$ cat src/rtl/borrow_chain_serial_sub_pkg.sv
// borrow_chain_serial_sub_pkg
//   Shared definitions for the borrow-chain family. It holds the FSM state
//   encodings and a ceil-log2 helper that sizes the bit counter.
//   There are no ports: this is a package imported by the RTL files.
package borrow_chain_serial_sub_pkg;

  localparam logic [1:0] S_IDLE = 2'd0;
  localparam logic [1:0] S_RUN  = 2'd1;
  localparam logic [1:0] S_DONE = 2'd2;

  // Returns the ceil-log2 of v, with a minimum of 1 so that a counter always has a bit.
  function automatic int clog2(input int v);
    int r;
    r = 0;
    while ((32'sd1 << r) < v) begin
      r = r + 32'sd1;
    end
    if (r < 32'sd1) begin
      r = 32'sd1;
    end else begin
      r = r;
    end
    return r;
  endfunction

endpackage

$ cat src/rtl/borrow_chain_1bit.sv
// borrow_chain_1bit
//   Combinational 1-bit full subtractor. It computes diff = a ^ b ^ bin and
//   bout = borrow out of (a - b - bin). It is the mirror of the 1-bit carry cell.
// Ports:
//   a    in   minuend bit
//   b    in   subtrahend bit
//   bin  in   borrow in
//   diff out  difference bit
//   bout out  borrow out
module borrow_chain_1bit (
  input  logic a,
  input  logic b,
  input  logic bin,
  output logic diff,
  output logic bout
);

  logic axb_s;

  assign axb_s = a ^ b;
  assign diff  = axb_s ^ bin;
  // A borrow is generated when a=0 and b=1. An incoming borrow propagates when a==b.
  assign bout  = (~a & b) | (~axb_s & bin);

endmodule

$ cat src/rtl/borrow_chain_serial_sub.sv
// borrow_chain_serial_sub
//   Bit-serial subtractor that processes one bit per clock, LSB first. It
//   produces {bout, diff} = a - b - bin. A single borrow_chain_1bit cell is
//   reused across WIDTH RUN cycles. The block uses valid/ready handshakes on
//   both sides, and a new operation never overlaps the previous one.
// Ports:
//   clk       in   rising-edge clock
//   rst       in   asynchronous reset, active-high
//   in_valid  in   a/b/bin valid
//   in_ready  out  an operand set can be accepted (only in IDLE)
//   a         in   minuend, WIDTH bits
//   b         in   subtrahend, WIDTH bits
//   bin       in   borrow in
//   out_valid out  diff/bout valid (only in DONE)
//   out_ready in   consumer accepts the result
//   diff      out  (a - b - bin) mod 2^WIDTH, WIDTH bits
//   bout      out  borrow out, 1 when a < b + bin
module borrow_chain_serial_sub
  import borrow_chain_serial_sub_pkg::*;
#(
  parameter int WIDTH = 4
) (
  input  logic             clk,
  input  logic             rst,
  input  logic             in_valid,
  output logic             in_ready,
  input  logic [WIDTH-1:0] a,
  input  logic [WIDTH-1:0] b,
  input  logic             bin,
  output logic             out_valid,
  input  logic             out_ready,
  output logic [WIDTH-1:0] diff,
  output logic             bout
);

  localparam int CW = clog2(WIDTH);
  localparam logic [CW-1:0] CNT_LAST = CW'(WIDTH - 1);
  localparam logic [CW-1:0] CNT_ONE  = CW'(1);

  logic [1:0]       state_r;
  logic [CW-1:0]    cnt_r;
  logic [WIDTH-1:0] a_sr_r;
  logic [WIDTH-1:0] b_sr_r;
  logic             brw_r;
  logic [WIDTH-1:0] diff_r;
  logic             bout_r;
  logic             in_ready_r;
  logic             out_valid_r;

  logic             cell_diff_s;
  logic             cell_bout_s;

  // The single subtractor cell always sees the current LSBs and the running borrow.
  borrow_chain_1bit u_cell (
    .a    (a_sr_r[0]),
    .b    (b_sr_r[0]),
    .bin  (brw_r),
    .diff (cell_diff_s),
    .bout (cell_bout_s)
  );

  // This block holds the FSM, the counter, the operand and result shift registers, and the handshake flags.
  always_ff @(posedge clk or posedge rst) begin
    if (rst) begin
      state_r     <= S_IDLE;
      cnt_r       <= '0;
      a_sr_r      <= '0;
      b_sr_r      <= '0;
      brw_r       <= 1'b0;
      diff_r      <= '0;
      bout_r      <= 1'b0;
      in_ready_r  <= 1'b1;
      out_valid_r <= 1'b0;
    end else begin
      case (state_r)
        S_IDLE: begin
          if (in_valid && in_ready_r) begin
            a_sr_r     <= a;
            b_sr_r     <= b;
            brw_r      <= bin;
            cnt_r      <= '0;
            in_ready_r <= 1'b0;
            state_r    <= S_RUN;
          end else begin
            in_ready_r <= 1'b1;
          end
        end
        S_RUN: begin
          // Each new bit enters at the MSB. After WIDTH shifts, bit 0 holds the first bit computed.
          diff_r <= {cell_diff_s, diff_r[WIDTH-1:1]};
          a_sr_r <= a_sr_r >> 1;
          b_sr_r <= b_sr_r >> 1;
          brw_r  <= cell_bout_s;
          if (cnt_r == CNT_LAST) begin
            bout_r      <= cell_bout_s;
            out_valid_r <= 1'b1;
            state_r     <= S_DONE;
          end else begin
            cnt_r <= cnt_r + CNT_ONE;
          end
        end
        S_DONE: begin
          if (out_ready) begin
            out_valid_r <= 1'b0;
            in_ready_r  <= 1'b1;
            state_r     <= S_IDLE;
          end else begin
            out_valid_r <= 1'b1;
          end
        end
        default: begin
          state_r     <= S_IDLE;
          cnt_r       <= '0;
          in_ready_r  <= 1'b1;
          out_valid_r <= 1'b0;
        end
      endcase
    end
  end

  assign in_ready  = in_ready_r;
  assign out_valid = out_valid_r;
  assign diff      = diff_r;
  assign bout      = bout_r;

endmodule

$ cat config.mk
export PLATFORM = sky130hd
export DESIGN_NAME = borrow_chain_serial_sub
export DESIGN_NICKNAME = d
export VERILOG_FILES = /design/src/rtl/borrow_chain_serial_sub_pkg.sv /design/src/rtl/borrow_chain_1bit.sv /design/src/rtl/borrow_chain_serial_sub.sv
export SDC_FILE = /design/constraint.sdc
export NUM_CORES = 1
export LEC_CHECK = 0
export CAP_MARGIN = 20
export CORE_MARGIN = 2
export CORE_UTILIZATION = 45
export CTS_CLUSTER_SIZE = 20
export DETAILED_ROUTE_END_ITERATION = 12
export PLACE_DENSITY_LB_ADDON = 0.25
export SYNTH_ARGS = -nofsm -noshare
export SYNTH_HDL_FRONTEND = slang
export SYNTH_SLANG_ARGS = --single-unit
$ cat constraint.sdc
create_clock -name clk -period 1.68 [get_ports clk]
set_clock_uncertainty 0.2 [all_clocks]
set_input_delay 0.252 -clock clk [delete_from_list [all_inputs] [get_ports clk]]
set_output_delay 0.252 -clock clk [all_outputs]
set_load 0.05 [all_outputs]
======== Yosys cells after proc, flatten, opt, wreduce, memory -nomap -nowiden ========
Index checks and enable logic that the tools add are counted.
cells by class
  reductions and logical operators ........ 9
  $add $sub $neg .......................... 1
  equality and inequality tests ........... 7
  mux-type cells .......................... 19
  bitwise gates (word level) .............. 10
operator list
  cell                 number
  $pmux 4 s2           2
  $pmux 2 s3           2
  $mux 2               5
  $mux 4               2
  $ne 2x2->1 const B   4
  $reduce_and 2->1     4
  $pmux 1 s3           2
  $reduce_and 3->1     2
  $mux 1               5
  $not 1->1            5
  $eq 2x2->1 const B   2
  $add 2x1->2 const B  1
  $and 1x1->1          2
  $eq 2x1->1 const B   1
  $logic_not 2->1      1
  $pmux 1 s2           1
  $reduce_bool 2->1    1
  $xor 1x1->1          2
  $logic_and 1x1->1    1
  $or 1x1->1           1
storage, ports and cells
  register bits ........................... 20
  input port bits ......................... 13
  output and inout bits ................... 7
  word-level logic and storage cells ...... 55

======== Depth between registers and ports, before layout ========
  depth in word-level cells ............... 5
  gate-level depth with buffers ........... 7
  gate-level depth less buffers ........... 5

======== By module ========
A second synthesis with hierarchy kept.
unflattened totals
  cells, all modules ...................... 91
  area total of the unflattened synthesis .. 1057.3 µm²
modules (own cells, without submodules)
  module                   seq. area each (µm²)  cells an instance  instances  area each (µm²)
  borrow_chain_serial_sub  501.7                 87                 1          1026.0
  borrow_chain_1bit        0.0                   4                  1          31.3

======== Worst setup path after synthesis ========
OpenSTA, ideal clock, no wires.
  kind .................................... reg-to-reg
  start point ............................. register state_r[0]
  end point ............................... register state_r[0]
  arrival time ............................ 1.401 ns
  data required time ...................... 1.352 ns
  stages on the path, launching flop included .. 6
  setup time .............................. 0.128 ns
  clock period less this slack ............ 1.729 ns
  buffers on the path ..................... 0
  path slack .............................. -0.049 ns
  cell sequence ........................... dfrtp_1 -> inv_1 -> ha_1 -> a21boi_4 -> nor3_2 -> mux2_1
on the way
  cells in the longest elaborated chain, start to end .. 3
  elaborated cells between the ends (all ways) .. 8
  classes of those cells .................. eq/ne: 5; mux: 1; reduce/logical: 2
RTL lines
  element                             RTL line                       source
  start: declaration                  borrow_chain_serial_sub.sv:40  logic [1:0] state_r;
  start signal: assignment            borrow_chain_serial_sub.sv:65  state_r <= S_IDLE;
  start signal: assignment            borrow_chain_serial_sub.sv:83  state_r <= S_RUN;
  start signal: assignment            borrow_chain_serial_sub.sv:97  state_r <= S_DONE;
  $eq 2x2->1 (tied with other cells)  borrow_chain_serial_sub.sv:75  case (state_r)
  $ne 2x2->1 (no source line)         -
  $reduce_and 3->1 (no source line)   -
Parallel ways exist; a longest one is shown, timed or not.
A chain may end at the register's enable or synchronous reset.

======== Worst setup path in the final report ========
  start point ............................. register state_r[0]
  end point ............................... register state_r[1]
Same word-level chain as after synthesis.

==> impl_metrics.toml <==
[outcome]
outcome = "finished with violations"
violations = "setup timing"

[synth]
synthFlopType = "dfrtp_1"
syn_nets = 113
synth-edff-count = 0
synth_seq_area_share_pct = 46.8
syn_inst = 93
synth.cell_area_sq_um = 1070
synth-async-reset-ratio_pct = 100
synthTopCellsByCount = "dfrtp_1, o21ai_0, o21ai_1"
synth.most_common_cell = "dfrtp_1"
synth-seq-cells = 20
syn_avg_cell_area_sq_um = 11.5
yosys.area.top_type = "dfrtp_1"
synth_cell_types = 34
yosys-top-cells-area = "dfrtp_1, ha_1, mux2i_1, o21ai_0, mux2_2"
synth_top_area_share_pct = 44.4
synth_warnings = 0

[finish]
stdcell_area_sq_um = 1580
layoutNonFillerInstCount = 158
syn_to_final_growth_pct = 47.7
drive_gt1_share_pct = 37.7
nets = 151
diodes = 0

[sta]
slew_headroom_pct = 83.0
min_period_ns = 1.71
fin_ws_ns = -0.0262
finalSetupViolCount = 2
worst_slew_pin_slew_ns = 0.253
setup_tns_ns = -0.0492
hold_slack_ns = 0.0485
rsz0062_at_grt = "yes"
fmax_mhz = 586
maxSlewViolCount = 0
fin_crit_sh_pct = 102
final-hold-violation-count = 0

[power_and_ir_drop]
p_leak_nw = 0.716
peakVddDrop_v = 0.00133
power_density_nw_per_um2 = 2130

[global_route]
grt_use_met3_pct = 2.57
grt_pass1_vias = 869
top_usage_layer = "met2"
track_usage_pct = 19.2
grt_max_degree = 21
met1_usage_pct = 23.8
grt_pass1_wl_mm = 3.82
antenna_found_initial = 0
grt_overflow = 0
grt.met2_usage_pct = 32.1

[min_path]
hold_path.class = "input port to asynchronous set/reset pin"

[worst_setup_path]
cpMaxStageDelayCell = "dfrtp_1"
crit_chain = "inv_2, ha_4, and2b_1, nor3_2, mux2_1"
start_kind = "flop"
critical_path_required_ns = 1.68
worst_ep_arrival_time_ns = 1.70
worst-path-max-fanout = 3
r2r_start = "state_r[0]"
critical_path.max_stage_delay_ns = 0.41
crit_path_start = "state_r[0]"
critical_path_class = "flop to flop"
end_kind = "flop"

[floorplanning]
die_height_um = 52.8
design.core.area_sq_um = 2230
die_x_um = 52.8
ios = 20
dieArea_sq_um = 2790
initial_core_util_pct = 48.0
num_rows = 17

[run]
drv_cap = 0

[route]
via_per_inst = 5.30
first_pass_iters = 4
routed_wirelength_mm = 2.10
wl_per_cell_um = 13.3
drcViolationCount = 0
first_iter_violations = 6
vias = 838
drtAntennaViolNets = 0

[clock_network]
cts_tree = "done"
root_buffer = "clkbuf_4"
cts.path.max_buffers = 2
h-tree-depth = 1
worstSkewPairLatency_ns = 0.31
clk_pin_slew_ns = 0.11
cts_hold_buf = 0
numCtsBuffers = 3
clock_sinks = 20

[place]
place_ws_ns = -0.135
dp_cells = 148
place_congestion = 0.760
hpwlAfterDp_mm = 1.58
port_buffers = 19
place_area_sq_um = 1440
## power breakdown
| part | internal, W | switching (W) | total [W] |
|---|---|---|---|
| registers | 0.000733 | 0.000198 | 0.000932 |
| logic | 0.00115 | 0.00101 | 0.00216 |
| clock network | 0.000133 | 0.000148 | 0.000280 |
| total | 0.00202 | 0.00135 | 0.00337 |
## what timing repair did
action,CTS,global route
setup buffers,6,0
setup endpoints to repair,13,13
pin swaps,4,3
resized for setup,12,1
## worst paths after layout
check,cells past startpoint,to,slack (ns)
max,5,state_r[1],-0.03
min,3,b_sr_r[1],0.05
max reg2reg,5,state_r[1],-0.03
min reg2reg,1,cnt_r[1],0.30
max in group asynchronous,3,in_ready,0.97
min in group clk,1,cnt_r[1],0.30
## worst max-delay path: cells and delay by family, from the launching register on
family                   cells  cell delay [ns]
flip-flops                   1             0.41
adder cells (fa/ha/maj)      1             0.17
buffers and inverters        1             0.09
AND/OR/NAND/NOR              2             0.39
multiplexers                 1             0.34
## per-layer routing
layer	routed length (um)	vias up
met1	952	406
met5	0	-
met4	59	0
met3	52	7
li1	-	408
met2	1040	17
## kinds of logic after synthesis
| family | Yosys count | share of synthesized area [%] |
|---|---|---|
| AOI/OAI and AO/OA | 27 | 16.5 |
| adders and majority gates | 7 | 8.88 |
| buffers and inverters | 13 | 6.31 |
| DFF | 20 | 46.8 |
| muxes | 13 | 12.9 |
| and+or+nand+nor | 13 | 8.65 |
## sequential cells by signal, indices dropped and copies added, names as in the netlist
signal,count
a_sr_r,4
b_sr_r,4
diff,4
cnt_r,2
state_r,2
bout,1
brw_r,1
in_ready,1
out_valid,1
## metrics by stage
stage                     total power [W]  util (%)
after global routing              0.00364      70.8
final                             0.00337      70.8
after global placement            0.00280      64.4
after CTS                         0.00336      70.6
after detailed placement          0.00286      64.4
after floorplan                   0.00212         -
## cell type report
type                    instances  area, sq um
repair buffers                 39          414
fillers                       171          652
clock buffers                   4         36.3
well taps                      28         35.0
multi-input cells              60          564
inverters                       7         28.8
flip-flops and latches         20          503
## cell usage in the layout, fill, tap and decap left out, types with 2 or more instances in the layout
cell type and instances:
buf_4 19, dfrtp_1 18, clkdlybuf4s50_1 12, o21ai_0 9, o21ai_1 8, mux2i_1 7
buf_12 7, inv_1 5, mux2_2 4, ha_4 4, clkbuf_4 3, a22o_1 2
nand2_1 2, mux2_1 2
No activity file was read; power rests on OpenSTA's default activity.
